<file path="src/rtl/mips_mem_pkg.sv">
// -----------------------------------------------------------------------------
// mips_mem_pkg
// Shared instruction-memory geometry and the boot-loader state encoding used by
// imem_loader, its word assembler and its bus interface.
// No ports (package).
// -----------------------------------------------------------------------------
`timescale 1ns/1ps
package mips_mem_pkg;

  localparam int IMEM_ADDR_W = 11;
  localparam int IMEM_DEPTH  = 1024;
  localparam int IMEM_WORD_W = 32;

  // LD_ZERO is only reachable when the zero-fill tail is compiled in.
  typedef enum logic [2:0] {
    LD_HDR0  = 3'd0,
    LD_HDR1  = 3'd1,
    LD_DATA  = 3'd2,
    LD_WRITE = 3'd3,
    LD_ZERO  = 3'd4,
    LD_DONE  = 3'd5,
    LD_RUN   = 3'd6,
    LD_ERR   = 3'd7
  } ldr_state_t;

endpackage

</file>
<file path="src/rtl/imem_loader_if.sv">
// -----------------------------------------------------------------------------
// imem_loader_if
// Groups the boot byte stream and the shared imem address/write port.
//   rx_data/rx_valid/rx_ready : byte stream, transfer on rx_valid && rx_ready
//   cpu_addr                  : CPU fetch word address
//   imem_a/imem_we/imem_wd    : imem address, write strobe, write data
// Modports:
//   master : the loader (drives rx_ready and the imem port)
//   slave  : the environment (byte source, CPU fetch, memory)
// -----------------------------------------------------------------------------
`timescale 1ns/1ps
interface imem_loader_if #(
  parameter int ADDR_W = mips_mem_pkg::IMEM_ADDR_W
);
  logic [7:0]                            rx_data;
  logic                                  rx_valid;
  logic                                  rx_ready;
  logic [ADDR_W-1:0]                     cpu_addr;
  logic [ADDR_W-1:0]                     imem_a;
  logic                                  imem_we;
  logic [mips_mem_pkg::IMEM_WORD_W-1:0]  imem_wd;

  modport master (
    input  rx_data, rx_valid, cpu_addr,
    output rx_ready, imem_a, imem_we, imem_wd
  );

  modport slave (
    output rx_data, rx_valid, cpu_addr,
    input  rx_ready, imem_a, imem_we, imem_wd
  );
endinterface

</file>
<file path="src/rtl/imem_loader_word_asm.sv">
// -----------------------------------------------------------------------------
// imem_loader_word_asm
// Assembles big-endian 32-bit words from a byte stream (first byte lands in
// the MSB) and flags the cycle on which the fourth byte is shifted in.
// Ports:
//   clk, reset_n  : clock, asynchronous active-low reset (byte counter only)
//   i_shift       : accept i_byte this cycle
//   i_byte        : incoming byte
//   o_word        : assembled word (complete on the cycle after o_word_done)
//   o_word_done   : combinational, high while the fourth byte is accepted
// -----------------------------------------------------------------------------
`timescale 1ns/1ps
module imem_loader_word_asm
  import mips_mem_pkg::*;
(
  input  logic                   clk,
  input  logic                   reset_n,
  input  logic                   i_shift,
  input  logic [7:0]             i_byte,
  output logic [IMEM_WORD_W-1:0] o_word,
  output logic                   o_word_done
);

  logic [1:0]             r_byte_idx;
  logic [IMEM_WORD_W-1:0] r_word;

  // Two-bit index wraps from 3 back to 0 on the word-completing byte.
  always_ff @(posedge clk or negedge reset_n) begin
    if (!reset_n) begin
      r_byte_idx <= 2'd0;
    end else if (i_shift) begin
      r_byte_idx <= r_byte_idx + 2'd1;
    end
  end

  // Data path only; its contents are meaningless until four bytes arrive.
  always_ff @(posedge clk) begin
    if (i_shift) begin
      r_word <= {r_word[IMEM_WORD_W-9:0], i_byte};
    end
  end

  assign o_word      = r_word;
  assign o_word_done = i_shift && (r_byte_idx == 2'd3);

endmodule

</file>
<file path="src/rtl/imem_loader.sv">
// -----------------------------------------------------------------------------
// imem_loader
// Shares the single-port instruction memory between the CPU fetch path and a
// byte-stream boot loader. A load is a 16-bit big-endian word count followed
// by that many big-endian 32-bit words, written from address 0 upward while
// the CPU is held in reset. On completion the CPU is released and imem_a
// follows cpu_addr again.
// Ports:
//   clk, reset_n : clock, asynchronous active-low reset (boots into a load)
//   load_start   : request a new load, honoured in RUN or ERR only
//   bus          : imem_loader_if.master (byte stream, cpu_addr, imem port)
//   cpu_reset    : active-high reset to the core, low only in RUN
//   load_busy    : high in every state except RUN and ERR
//   load_done    : one-cycle pulse when a load completes
//   load_err     : sticky word-count overflow flag
// Build option:
//   IMEM_LOADER_ZERO_FILL_EN : after the last word, write zero to every
//   remaining address up to DEPTH-1 before releasing the CPU.
// -----------------------------------------------------------------------------
`timescale 1ns/1ps
module imem_loader
  import mips_mem_pkg::*;
#(
  parameter int ADDR_W = IMEM_ADDR_W,
  parameter int DEPTH  = IMEM_DEPTH
) (
  input  logic          clk,
  input  logic          reset_n,
  input  logic          load_start,
  imem_loader_if.master bus,
  output logic          cpu_reset,
  output logic          load_busy,
  output logic          load_done,
  output logic          load_err
);

  localparam int          PAD       = 16 - (ADDR_W + 1);
  localparam logic [15:0] L_DEPTH16 = 16'(DEPTH);
`ifdef IMEM_LOADER_ZERO_FILL_EN
  localparam logic [ADDR_W:0] L_DEPTHP  = (ADDR_W+1)'(DEPTH);
  localparam logic [ADDR_W:0] L_LAST    = (ADDR_W+1)'(DEPTH - 1);
  localparam ldr_state_t      L_TAIL_ST = LD_ZERO;
`else
  localparam ldr_state_t      L_TAIL_ST = LD_DONE;
`endif

  ldr_state_t             r_state, w_state_nxt;
  // One bit wider than the address so a count of DEPTH compares without wrap.
  logic [ADDR_W:0]        r_ptr, w_ptr_nxt, w_ptr_inc;
  logic [15:0]            r_cnt, w_cnt_nxt, w_hdr_cnt;
  logic                   r_err, w_err_nxt;
  logic                   w_rx_ready, w_xfer, w_shift, w_word_done, w_ptr_hit;
  logic [IMEM_WORD_W-1:0] w_word;

  assign w_rx_ready = (r_state == LD_HDR0) || (r_state == LD_HDR1) ||
                      (r_state == LD_DATA);
  assign w_xfer     = bus.rx_valid && w_rx_ready;
  assign w_shift    = w_xfer && (r_state == LD_DATA);
  assign w_hdr_cnt  = {r_cnt[15:8], bus.rx_data};
  assign w_ptr_inc  = r_ptr + 1'b1;
  assign w_ptr_hit  = ({{PAD{1'b0}}, w_ptr_inc} == r_cnt);

  imem_loader_word_asm u_word_asm (
    .clk         (clk),
    .reset_n     (reset_n),
    .i_shift     (w_shift),
    .i_byte      (bus.rx_data),
    .o_word      (w_word),
    .o_word_done (w_word_done)
  );

  always_ff @(posedge clk or negedge reset_n) begin
    if (!reset_n) begin
      r_state <= LD_HDR0;
      r_ptr   <= '0;
      r_cnt   <= '0;
      r_err   <= 1'b0;
    end else begin
      r_state <= w_state_nxt;
      r_ptr   <= w_ptr_nxt;
      r_cnt   <= w_cnt_nxt;
      r_err   <= w_err_nxt;
    end
  end

  always_comb begin
    w_state_nxt = r_state;
    w_ptr_nxt   = r_ptr;
    w_cnt_nxt   = r_cnt;
    w_err_nxt   = r_err;
    case (r_state)
      LD_HDR0: begin
        if (w_xfer) begin
          w_cnt_nxt[15:8] = bus.rx_data;
          w_state_nxt     = LD_HDR1;
        end
      end
      LD_HDR1: begin
        if (w_xfer) begin
          w_cnt_nxt = w_hdr_cnt;
          if (w_hdr_cnt > L_DEPTH16) begin
            w_err_nxt   = 1'b1;
            w_state_nxt = LD_ERR;
          end else if (w_hdr_cnt == 16'd0) begin
            w_state_nxt = L_TAIL_ST;
          end else begin
            w_state_nxt = LD_DATA;
          end
        end
      end
      LD_DATA: begin
        if (w_word_done) w_state_nxt = LD_WRITE;
      end
      LD_WRITE: begin
        w_ptr_nxt = w_ptr_inc;
        if (w_ptr_hit) begin
`ifdef IMEM_LOADER_ZERO_FILL_EN
          // A full-depth image has nothing left to clear.
          w_state_nxt = (w_ptr_inc < L_DEPTHP) ? LD_ZERO : LD_DONE;
`else
          w_state_nxt = LD_DONE;
`endif
        end else begin
          w_state_nxt = LD_DATA;
        end
      end
`ifdef IMEM_LOADER_ZERO_FILL_EN
      LD_ZERO: begin
        w_ptr_nxt = w_ptr_inc;
        if (r_ptr == L_LAST) w_state_nxt = LD_DONE;
      end
`endif
      LD_DONE: begin
        w_state_nxt = LD_RUN;
      end
      LD_RUN: begin
        if (load_start) begin
          w_ptr_nxt   = '0;
          w_cnt_nxt   = '0;
          w_state_nxt = LD_HDR0;
        end
      end
      LD_ERR: begin
        if (load_start) begin
          w_err_nxt   = 1'b0;
          w_ptr_nxt   = '0;
          w_cnt_nxt   = '0;
          w_state_nxt = LD_HDR0;
        end
      end
      default: w_state_nxt = LD_HDR0;
    endcase
  end

  // Everything except imem_a is a pure decode of registered state.
  assign bus.rx_ready = w_rx_ready;
  assign bus.imem_we  = (r_state == LD_WRITE) || (r_state == LD_ZERO);
  assign bus.imem_wd  = (r_state == LD_WRITE) ? w_word : '0;
  assign bus.imem_a   = (r_state == LD_RUN) ? bus.cpu_addr : r_ptr[ADDR_W-1:0];
  assign cpu_reset    = (r_state != LD_RUN);
  assign load_busy    = (r_state != LD_RUN) && (r_state != LD_ERR);
  assign load_done    = (r_state == LD_DONE);
  assign load_err     = r_err;

endmodule

</file>
<file path="src/flat_wrapper.sv">
// flat-port wrapper written by rule: the top's interface ports become plain ports
module imem_loader_flat import mips_mem_pkg::*;
#(
  parameter int ADDR_W = IMEM_ADDR_W,
  parameter int DEPTH  = IMEM_DEPTH
)
  (clk, reset_n, load_start, cpu_reset, load_busy, load_done, load_err, bus_rx_data, bus_rx_valid, bus_cpu_addr, bus_rx_ready, bus_imem_a, bus_imem_we, bus_imem_wd);
  imem_loader_if #(.ADDR_W(ADDR_W)) bus_i ();
  input  logic clk;
  input  logic reset_n;
  input  logic load_start;
  output logic cpu_reset;
  output logic load_busy;
  output logic load_done;
  output logic load_err;
  input wire logic [$bits(bus_i.rx_data)-1:0] bus_rx_data;
  input wire logic [$bits(bus_i.rx_valid)-1:0] bus_rx_valid;
  input wire logic [$bits(bus_i.cpu_addr)-1:0] bus_cpu_addr;
  output wire logic [$bits(bus_i.rx_ready)-1:0] bus_rx_ready;
  output wire logic [$bits(bus_i.imem_a)-1:0] bus_imem_a;
  output wire logic [$bits(bus_i.imem_we)-1:0] bus_imem_we;
  output wire logic [$bits(bus_i.imem_wd)-1:0] bus_imem_wd;
  assign bus_i.rx_data = bus_rx_data;
  assign bus_i.rx_valid = bus_rx_valid;
  assign bus_i.cpu_addr = bus_cpu_addr;
  assign bus_rx_ready = bus_i.rx_ready;
  assign bus_imem_a = bus_i.imem_a;
  assign bus_imem_we = bus_i.imem_we;
  assign bus_imem_wd = bus_i.imem_wd;
  imem_loader #(.ADDR_W(ADDR_W), .DEPTH(DEPTH)) u_core (.clk(clk), .reset_n(reset_n), .load_start(load_start), .bus(bus_i), .cpu_reset(cpu_reset), .load_busy(load_busy), .load_done(load_done), .load_err(load_err));
endmodule
</file>
<file path="config.mk">
export PLATFORM = sky130hd
export DESIGN_NAME = imem_loader_flat
export DESIGN_NICKNAME = d
export VERILOG_FILES = /design/src/rtl/mips_mem_pkg.sv /design/src/rtl/imem_loader_if.sv /design/src/rtl/imem_loader_word_asm.sv /design/src/rtl/imem_loader.sv /design/src/flat_wrapper.sv
export SDC_FILE = /design/constraint.sdc
export NUM_CORES = 1
export LEC_CHECK = 0
export ABC_CLOCK_PERIOD_IN_PS = 4200
export BUFFER_PORTS_ARGS = -buffer_cell sky130_fd_sc_hd__buf_2
export CAP_MARGIN = 20
export CELL_PAD_IN_SITES_DETAIL_PLACEMENT = 1
export CELL_PAD_IN_SITES_GLOBAL_PLACEMENT = 2
export CORE_UTILIZATION = 34
export CTS_BUF_LIST = sky130_fd_sc_hd__clkbuf_16
export CTS_CLUSTER_SIZE = 40
export DETAILED_ROUTE_END_ITERATION = 12
export GPL_TIMING_DRIVEN = 0
export PLACE_DENSITY_LB_ADDON = 0.1
export SYNTH_ARGS = -nofsm -noshare
export SYNTH_HDL_FRONTEND = slang
export SYNTH_HIERARCHICAL = 1
export SYNTH_SLANG_ARGS = --single-unit
</file>
<file path="constraint.sdc">
create_clock -name clk -period 4.2 [get_ports clk]
set_input_delay 0.84 -clock clk [delete_from_list [all_inputs] [get_ports clk]]
set_output_delay 0.84 -clock clk [all_outputs]
set_load 0.03 [all_outputs]
</file>
==> results.cfg, run 1 <==
[clocking]
numCtsBuffers = 9
hold_buffers = 0
cts_max_path_buffers = 2
htreeDepth = 3
clock_latency_ns = 0.33
cts_tree = built
post_cts_resized = 0
clk_pin_slew_ns = 0.06
cts_sinks = 66
cts-root-buf = clkbuf_16
cts_setup_buffers = 0

[floorplanning]
die_w_um = 102
row_count = 35
core_area_um2 = 9420
io_pins = 72
start_util = 0.358
dieArea_um2 = 10300
die-height_um = 102

[cells_and_area]
regArea_um2 = 1810
drive_gt1_frac = 0.291
postLayoutCellArea_um2 = 4160
fillers = 1086
final_core_util = 0.442
nets = 426
n_antenna_cell = 0
multi_input_area_um2 = 1460
area_growth_syn_to_layout_pct = 23.6

[placement]
hpwl_um = 6760
io_buffers = 71
gp_congestion = 0.735
place_area_um2 = 3890

[job]
cap_violations = 0

[logic_synthesis]
ys_async_sr_fraction = 0.515
synth_edf_count = 32
yosysMostFrequentCell = nand2_1
synth_fp_nets = 344
yosysWarnings = 6
avgSynthCellArea_um2 = 10.6
synth_top_area_cell = edfxtp_1
synth_ff_type = dfrtp_1
netlist_area_um2 = 3370
ys_seq_area_frac = 0.538
synth_area_leaders = edfxtp_1, dfrtp_1, and3_1
yosys.area.top_type_share = 0.285
synth_common_cells = nand2_1, and3_1, o21ai_0
netlist_instances = 319
ys_types = 53
yosys_register_bits = 66

[route]
wl_met2_um = 4270
routedWlPerCell_um = 17.2
highest_layer = met4
route.met3.wl_um = 295
drt_iter0_markers = 125
vias = 2764
drt_wl_total_um = 9180
wl_met1_um = 4500
routed_via_density = 5.17
drtPass1Iterations = 4
drcViolationCount = 0
ant_nets = 0

[hold_path]
min_path_cells = 0
min_path_type = reg -> reg

[timing]
worstMarginPinSlew_ns = 0.834
drv_slew = 0
final.setup.tns_ns = 0
setup_viol = 0
fmax_mhz = 312
rsz0062_at_grt = false
period_needed_ns = 3.21
fin_skew_ns = 0.00408
period_share = 0.764
slew_headroom = 0.444
fin_hold_ws_ns = 0.442
hold_viol = 0

[worst_setup_path]
critPathKind = reg -> out
cp.arrival_ns = 2.37
cp.required_ns = 3.36
cp-end-kind = output port
worstRegToRegCells = 9
cp_max_fo = 10
critPathLaunchType = flip-flop

[power]
power_density_nw_per_um2 = 840
vdd_drop_max_mv = 0.258
p_total_mw = 3.50
leakage_nw = 1.90

[outcome]
status = finished clean

[grt]
grt.total_usage = 0.189
gr-total-overflow = 0
grt_pass1_vias = 2732
antenna_found_initial = 0
grt_max_degree = 36
grt_pass1_wl_um = 14500
-- state kept, by name (all words and copies together), names as in the netlist --
register                      flops
u_core/u_word_asm/o_word         32
u_core/r_cnt                     16
u_core/r_ptr                     12
u_core/r_state                    3
u_core/u_word_asm/r_byte_idx      2
u_core/load_err                   1
-- final timing paths --
kind,from,endpoint,slack (ns)
min,u_core/u_word_asm/o_word[4],u_core/u_word_asm/o_word[12],0.44
max reg2reg,u_core/r_state[2],u_core/r_state[1],1.00
min reg2reg,u_core/u_word_asm/o_word[4],u_core/u_word_asm/o_word[12],0.44
max in group asynchronous,reset_n,u_core/r_cnt[10],3.05
min in group asynchronous,reset_n,u_core/r_state[0],0.61
max,u_core/r_state[2],bus_imem_we,0.99
-- layout by cell type, fill, tap and decap left out, types with 2 or more instances in the layout --
cell,instances
a21oi_1,2
mux2i_1,2
xor2_1,5
nand3_1,5
ha_1,2
inv_6,3
dfrtp_1,34
buf_2,74
clkbuf_1,13
a311oi_1,2
nor2b_1,3
edfxtp_1,32
xnor2_1,7
inv_1,4
xnor3_1,2
a31oi_1,5
and3_2,2
o21a_1,2
o41ai_1,2
o31ai_1,3
nand2_1,44
mux2_2,11
nor3_1,4
nor2_1,20
or3_1,2
nor4_1,3
buf_4,2
clkinvlp_4,2
and3_1,36
o21ai_0,37
a22o_1,2
clkbuf_16,9
nand4_1,5
clkinv_2,2
-- where the power goes --
part / switching (mW) / internal (mW)
sequential: 0.145 / 0.931
clock: 0.300 / 0.403
combinational: 1.16 / 0.562
total: 1.60 / 1.90
-- cells by family (layout without fill, tap and decap cells) --
group           after synthesis  in the layout  synth area share
xor+xnor                     14             14            0.0446
mux                          14             14            0.0472
fa+ha+maj                     2              2           0.00743
simple gates                134            134             0.210
buf+inv                      24            111            0.0305
flops                        66             66             0.538
compound gates               65             65             0.123
-- per-stage QoR --
step                      instances  setup slack [ns]
after CTS                       535             0.935
after global placement          519             0.392
after global routing            535             0.706
after detailed placement        519             0.962
after floorplan                 319              1.26
final                           535             0.991
-- layer usage --
metal | up-vias | GRT usage
met5 | - | 0
met2 | 48 | 0.286
met3 | 7 | 0.0276
li1 | 1330 | -
met1 | 1379 | 0.274
met4 | 0 | 0.0680
-- layout make-up --
cell class	instances	share of cell area
repair buffers	71	0.0854
well taps	129	0.0388
plain buffers	20	0.0210
inverters	4	0.00361
clock inverters	7	0.0123
flip-flops and latches	66	0.435
multi-input cells	229	0.350
clock buffers	9	0.0541
-- critical path, stage by stage (launching register included) --
cell and delay, ns:
dfrtp_1 0.40, clkbuf_1 0.23, nor2b_1 0.52, nand2_1 0.33, buf_2 0.29, nand2_1 0.07, buf_2 0.19
Note: power is estimated with default switching activity, not from simulation.
==> run 2: changes to the inputs <==
--- a/config.mk
+++ b/config.mk
@@ -5,7 +5,7 @@
 export SDC_FILE = /design/constraint.sdc
 export NUM_CORES = 1
 export LEC_CHECK = 0
-export ABC_CLOCK_PERIOD_IN_PS = 4200
+export ABC_CLOCK_PERIOD_IN_PS = 3000
 export BUFFER_PORTS_ARGS = -buffer_cell sky130_fd_sc_hd__buf_2
 export CAP_MARGIN = 20
 export CELL_PAD_IN_SITES_DETAIL_PLACEMENT = 1
==> constraint.sdc (replaced) <==
create_clock -name clk -period 3 [get_ports clk]
set_input_delay 0.6 -clock clk [delete_from_list [all_inputs] [get_ports clk]]
set_output_delay 0.6 -clock clk [all_outputs]
set_load 0.03 [all_outputs]
==> results.cfg, run 2 (synthesis results as in run 1) <==
[route]
ant_nets = 0
routedWlPerCell_um = 17.1
drt_iter0_markers = 129
drt_wl_total_um = 9160
drcViolationCount = 0
drtPass1Iterations = 4
vias = 2765
routed_via_density = 5.17

[timing]
period_needed_ns = 2.80
hold_viol = 0
drv_slew = 0
fin_skew_ns = 0.00428
worstMarginPinSlew_ns = 0.834
setup_viol = 0
period_share = 0.932
fin_ws_ns = 0.205
final.setup.tns_ns = 0
rsz0062_at_grt = false
fmax_mhz = 358
slew_headroom = 0.444

[worst_setup_path]
critPathLaunchType = flip-flop
critPathKind = reg -> out
cp_max_fo = 10
cp.required_ns = 2.40
cp.arrival_ns = 2.20
cp-end-kind = output port

[placement]
gp_congestion = 0.735
io_buffers = 71
dp_cells = 519
hpwl_um = 6760
place_ws_ns = -0.238

[floorplanning]
dieArea_um2 = 10300
die-height_um = 102
core_area_um2 = 9420
io_pins = 72
start_util = 0.358
die_w_um = 102
row_count = 35

[cells_and_area]
nets = 426
drive_gt1_frac = 0.293
largest_reg_flops = 32
area_growth_syn_to_layout_pct = 23.8
final_core_util = 0.443
regArea_um2 = 1810
fillers = 1084
mostFrequentLayoutCells = buf_2, nand2_1, o21ai_0
final_common_cell = buf_2
n_antenna_cell = 0
multi_input_area_um2 = 1460
fin_cells = 535

[clocking]
htreeDepth = 3
cts_sinks = 66
cts-root-buf = clkbuf_16
numCtsBuffers = 9
clock_latency_ns = 0.32
cts_max_path_buffers = 2
clk_pin_slew_ns = 0.06
cts_tree = built

[grt]
antenna_found_initial = 0
grt_pass1_wl_um = 14500
use_met3 = 0.0276
grt.total_usage = 0.189
grtUsageMet1 = 0.273
gr-usage-met2 = 0.287
gr-max-usage-layer = met2
gr-total-overflow = 0
grt_pass1_vias = 2737
grt_max_degree = 36

[power]
seqPwrFrac = 0.307
internal-power_mw = 2.66
power_density_nw_per_um2 = 1180
pwr-share-comb = 0.493
p_sw_mw = 2.24
p_total_mw = 4.90
vdd_drop_max_mv = 0.359
clkPwrFrac = 0.200
p_sw_frac = 0.457
leakage_nw = 1.90

[hold_path]
min_path_type = in -> async

[outcome]
status = finished clean

[job]
cap_violations = 0
run 2: cell types whose count changed in the layout (fill, tap and decap cells not counted):
| cell | before | now |
|---|---|---|
| and3_2 | 2 | 1 |
| and3_4 | 0 | 1 |
| nor2b_1 | 3 | 2 |
| nor2b_2 | 0 | 1 |
run 2: final timing paths:
path                                             startpoint                              end  slack, ns  depth (start not counted)
worst max-delay path                      u_core/r_state[2]                    bus_imem_a[3]       0.20                          5
worst min-delay path                                reset_n  u_core/u_word_asm/r_byte_idx[1]       0.38                          1
worst max register to register            u_core/r_state[2]                u_core/r_state[1]       0.22                          9
worst min register to register  u_core/u_word_asm/o_word[4]     u_core/u_word_asm/o_word[12]       0.44                          0
max in group asynchronous                           reset_n                 u_core/r_cnt[10]       2.09                          1
min in group clk                u_core/u_word_asm/o_word[4]     u_core/u_word_asm/o_word[12]       0.44                          0
run 2: area by class of cell:
| class | count | area share |
|---|---|---|
| clock inverters | 7 | 0.0123 |
| repair buffers | 71 | 0.0852 |
| well taps | 129 | 0.0387 |
| plain buffers | 20 | 0.0210 |
| multi-input cells | 229 | 0.351 |
| inverters | 4 | 0.00360 |
| flip-flops and latches | 66 | 0.435 |
| clock buffers | 9 | 0.0540 |
run 2: timing repair:
action                                  in CTS  in global routing
hold buffers                                 0                  0
gates resized for setup                      2                  0
buffers inserted                             0                  0
hold endpoints to repair                     0                  0
endpoints found under the setup margin       3                  0
run 2: power by group through the flow:
stage / Clock (mW) / Combinational (mW) / Sequential, mW
floorplan: 0 / 1.75 / 1.46
finish: 0.982 / 2.42 / 1.50
detailed placement: 0 / 2.42 / 1.53
global placement: 0 / 2.39 / 1.52
global route: 1.04 / 2.64 / 1.54
CTS: 1.01 / 2.44 / 1.51
run 2: metal layers:
| layer | vias up | wire (µm) |
|---|---|---|
| met5 | - | 0 |
| met4 | 0 | 93 |
| met3 | 5 | 329 |
| met2 | 50 | 4240 |
| met1 | 1380 | 4500 |
| li1 | 1330 | - |
run 2: per-stage QoR:
| stage | cell area [µm²] | hold slack (ns) |
|---|---|---|
| 3_5_place_dp | 3890 | 0.429 |
| 4_1_cts | 4170 | 0.405 |
| 2_1_floorplan | 3370 | 0.304 |
| 6_report | 4170 | 0.377 |
| 5_1_grt | 4170 | 0.440 |
| 3_3_place_gp | 3880 | 0.423 |
run 2: worst max-delay path, stage by stage, from the launching register on:
cell and delay (ns):
dfrtp_1 0.40, clkbuf_1 0.24, nand3_1 0.22, buf_1 0.44, mux2_2 0.39, buf_2 0.18
==> run 3: changes to the inputs <==
--- a/config.mk
+++ b/config.mk
@@ -5,12 +5,13 @@
 export SDC_FILE = /design/constraint.sdc
 export NUM_CORES = 1
 export LEC_CHECK = 0
+export ABC_AREA = 1
 export ABC_CLOCK_PERIOD_IN_PS = 3000
 export BUFFER_PORTS_ARGS = -buffer_cell sky130_fd_sc_hd__buf_2
 export CAP_MARGIN = 20
 export CELL_PAD_IN_SITES_DETAIL_PLACEMENT = 1
 export CELL_PAD_IN_SITES_GLOBAL_PLACEMENT = 2
-export CORE_UTILIZATION = 34
+export CORE_UTILIZATION = 31
 export CTS_BUF_LIST = sky130_fd_sc_hd__clkbuf_16
 export CTS_CLUSTER_SIZE = 40
 export DETAILED_ROUTE_END_ITERATION = 12
==> results.cfg, run 3 <==
[worst_setup_path]
cp.required_ns = 2.40
crit_chain = inv_1 -> nor3_4 -> inv_1 -> buf_2 -> buf_2 -> nor2_1 -> buf_2
cpPeakStageDelay_ns = 0.46
cp.arrival_ns = 2.04
critPathLaunchType = flip-flop
slowest_stage = dfrtp_1
cp-end-kind = output port
cp_max_fo = 10
cp_common_cell = buf_2
critPathKind = reg -> out

[floorplanning]
dieArea_um2 = 11500
row_count = 38
io_pins = 72
die_w_um = 107
core_area_um2 = 10800
start_util = 0.317
die-height_um = 107

[placement]
gp_congestion = 0.768
hpwl_um = 6920
place_area_um2 = 3980
io_buffers = 71
place_ws_ns = 0.482

[grt]
grt_max_degree = 35
antenna_found_initial = 0
grt.total_usage = 0.174
grt_pass1_wl_um = 15200
gr-total-overflow = 0
grt_pass1_vias = 3023

[logic_synthesis]
synth_ff_type = dfrtp_1
synth_edf_count = 32
synthMuxAreaShare = 0.00658
yosys.area.top_type_share = 0.281
ys_seq_area_frac = 0.529
synth_top_family_by_area = simple AND/OR/NAND/NOR gates
netlist_instances = 425
ys_async_sr_fraction = 0.515
yosys.area_share.simple = 0.251
synth_compound_area_frac = 0.0797
synth_common_cells = nand2_1, inv_1, nor2_1
avgSynthCellArea_um2 = 8.05
synth_fp_nets = 450
synth_xor_area_frac = 0.0143
ys_types = 30
synth_area_leaders = edfxtp_1, dfrtp_1, nand2_1
synth_top_area_cell = edfxtp_1
netlist_area_um2 = 3420
synth-adder-area-share = 0.00731
yosysWarnings = 6
yosysMostFrequentCell = nand2_1
yosys_register_bits = 66

[power]
power_density_nw_per_um2 = 1090
vdd_drop_max_mv = 0.413
leakage_nw = 2.18

[clocking]
cts_tree = built
clock_latency_ns = 0.33
clk_pin_slew_ns = 0.06
cts_max_path_buffers = 2
post_cts_resized = 0
htreeDepth = 3
cts_sinks = 66
numCtsBuffers = 9
cts-root-buf = clkbuf_16

[cells_and_area]
postLayoutCellArea_um2 = 4330
mostFrequentLayoutCells = nand2_1, inv_1, buf_2
largest_reg_flops = 32
multi_input_area_um2 = 1230
fillers = 1320
drive_gt1_frac = 0.230
nets = 534
n_antenna_cell = 0
area_growth_syn_to_layout_pct = 26.6
final_common_cell = nand2_1
regArea_um2 = 1810

[timing]
slew_headroom = 0.441
worstMarginPinSlew_ns = 0.839
hold_viol = 0
drv_slew = 0
setup_viol = 0
final.setup.tns_ns = 0
period_share = 0.880
fin_skew_ns = 0.00529
period_needed_ns = 2.64
fin_ws_ns = 0.359
fmax_mhz = 379
rsz0062_at_grt = false

[route]
routedWlPerCell_um = 14.0
drt_iter0_markers = 109
vias = 2937
drcViolationCount = 0
drtPass1Iterations = 4
route.met3.wl_um = 279
drt_wl_total_um = 9150
wl_met2_um = 4270
highest_layer = met4
wl_met1_um = 4520
routed_via_density = 4.49
ant_nets = 0

[hold_path]
min_path_type = in -> async

[job]
cap_violations = 0

[outcome]
status = finished clean
[run 3: cell types whose count changed after synthesis, sizes merged, moves of 13 or more]
cell | before | now
a21oi | 3 | 16
nand2 | 44 | 97
nand3 | 6 | 22
nor2 | 20 | 76
and3 | 38 | 0
inv | 4 | 88
[run 3: cell families (layout without fill, tap and decap cells)]
group | Yosys count | in the layout
flip-flops | 66 | 66
adder cells (fa/ha/maj) | 2 | 2
XOR/XNOR | 4 | 4
multiplexers | 2 | 2
AND/OR/NAND/NOR | 202 | 202
buffers and inverters | 98 | 187
AO/OA/AOI/OAI | 51 | 51
[run 3: critical path: cells and delay by family (launching register included)]
kind          cells  cell delay, ns
buf+inv           5            0.89
flops             1            0.46
simple gates      2            0.36
[run 3: per-stage QoR]
| step | power [mW] | utilization | instances | hold slack, ns |
|---|---|---|---|---|
| 2_1_floorplan | 2.90 | - | 425 | 0.304 |
| 3_3_place_gp | 3.47 | 0.366 | 636 | 0.429 |
| 3_5_place_dp | 3.52 | 0.369 | 637 | 0.435 |
| 4_1_cts | 4.78 | 0.401 | 653 | 0.413 |
| 5_1_grt | 5.09 | 0.401 | 654 | 0.445 |
| 6_report | 4.72 | 0.401 | 654 | 0.361 |
[run 3: path summary, 6_finish.rpt]
path | from | end | slack (ns) | depth (start not counted)
max reg2reg | u_core/r_ptr[0] | u_core/r_state[2] | 1.08 | 15
min in group clk | u_core/u_word_asm/o_word[16] | u_core/u_word_asm/o_word[24] | 0.45 | 0
max | u_core/r_state[1] | bus_imem_wd[22] | 0.36 | 7
max in group asynchronous | reset_n | u_core/r_cnt[14] | 2.09 | 1
min reg2reg | u_core/u_word_asm/o_word[16] | u_core/u_word_asm/o_word[24] | 0.45 | 0
min | reset_n | u_core/r_ptr[5] | 0.36 | 1
[run 3: repair_timing]
| action | CTS | global route |
|---|---|---|
| hold buffers | 0 | 0 |
| buffers inserted | 0 | 1 |
| endpoints found under the setup margin | 0 | 7 |
[run 3: cell type report]
| cell class | instances | area share |
|---|---|---|
| Buffer | 10 | 0.0124 |
| Tap cell | 140 | 0.0404 |
| Clock buffer | 9 | 0.0520 |
| Timing Repair Buffer | 73 | 0.0884 |
| Multi-Input combinational cell | 261 | 0.285 |
| Clock inverter | 7 | 0.0274 |
| Inverter | 88 | 0.0762 |
| Sequential cell | 66 | 0.418 |
[run 3: routing by layer]
layer / GRT usage / vias up
met3: 0.0322 / 5
li1: - / 1492
met2: 0.288 / 51
met1: 0.233 / 1389
met4: 0.0479 / 0
met5: 0 / -
[run 3: report_power, final]
part           switching, mW  internal (mW)  total [mW]
combinational           1.42          0.619        2.03
sequential             0.195           1.25        1.45
clock                  0.422          0.812        1.23
total                   2.03           2.68        4.72
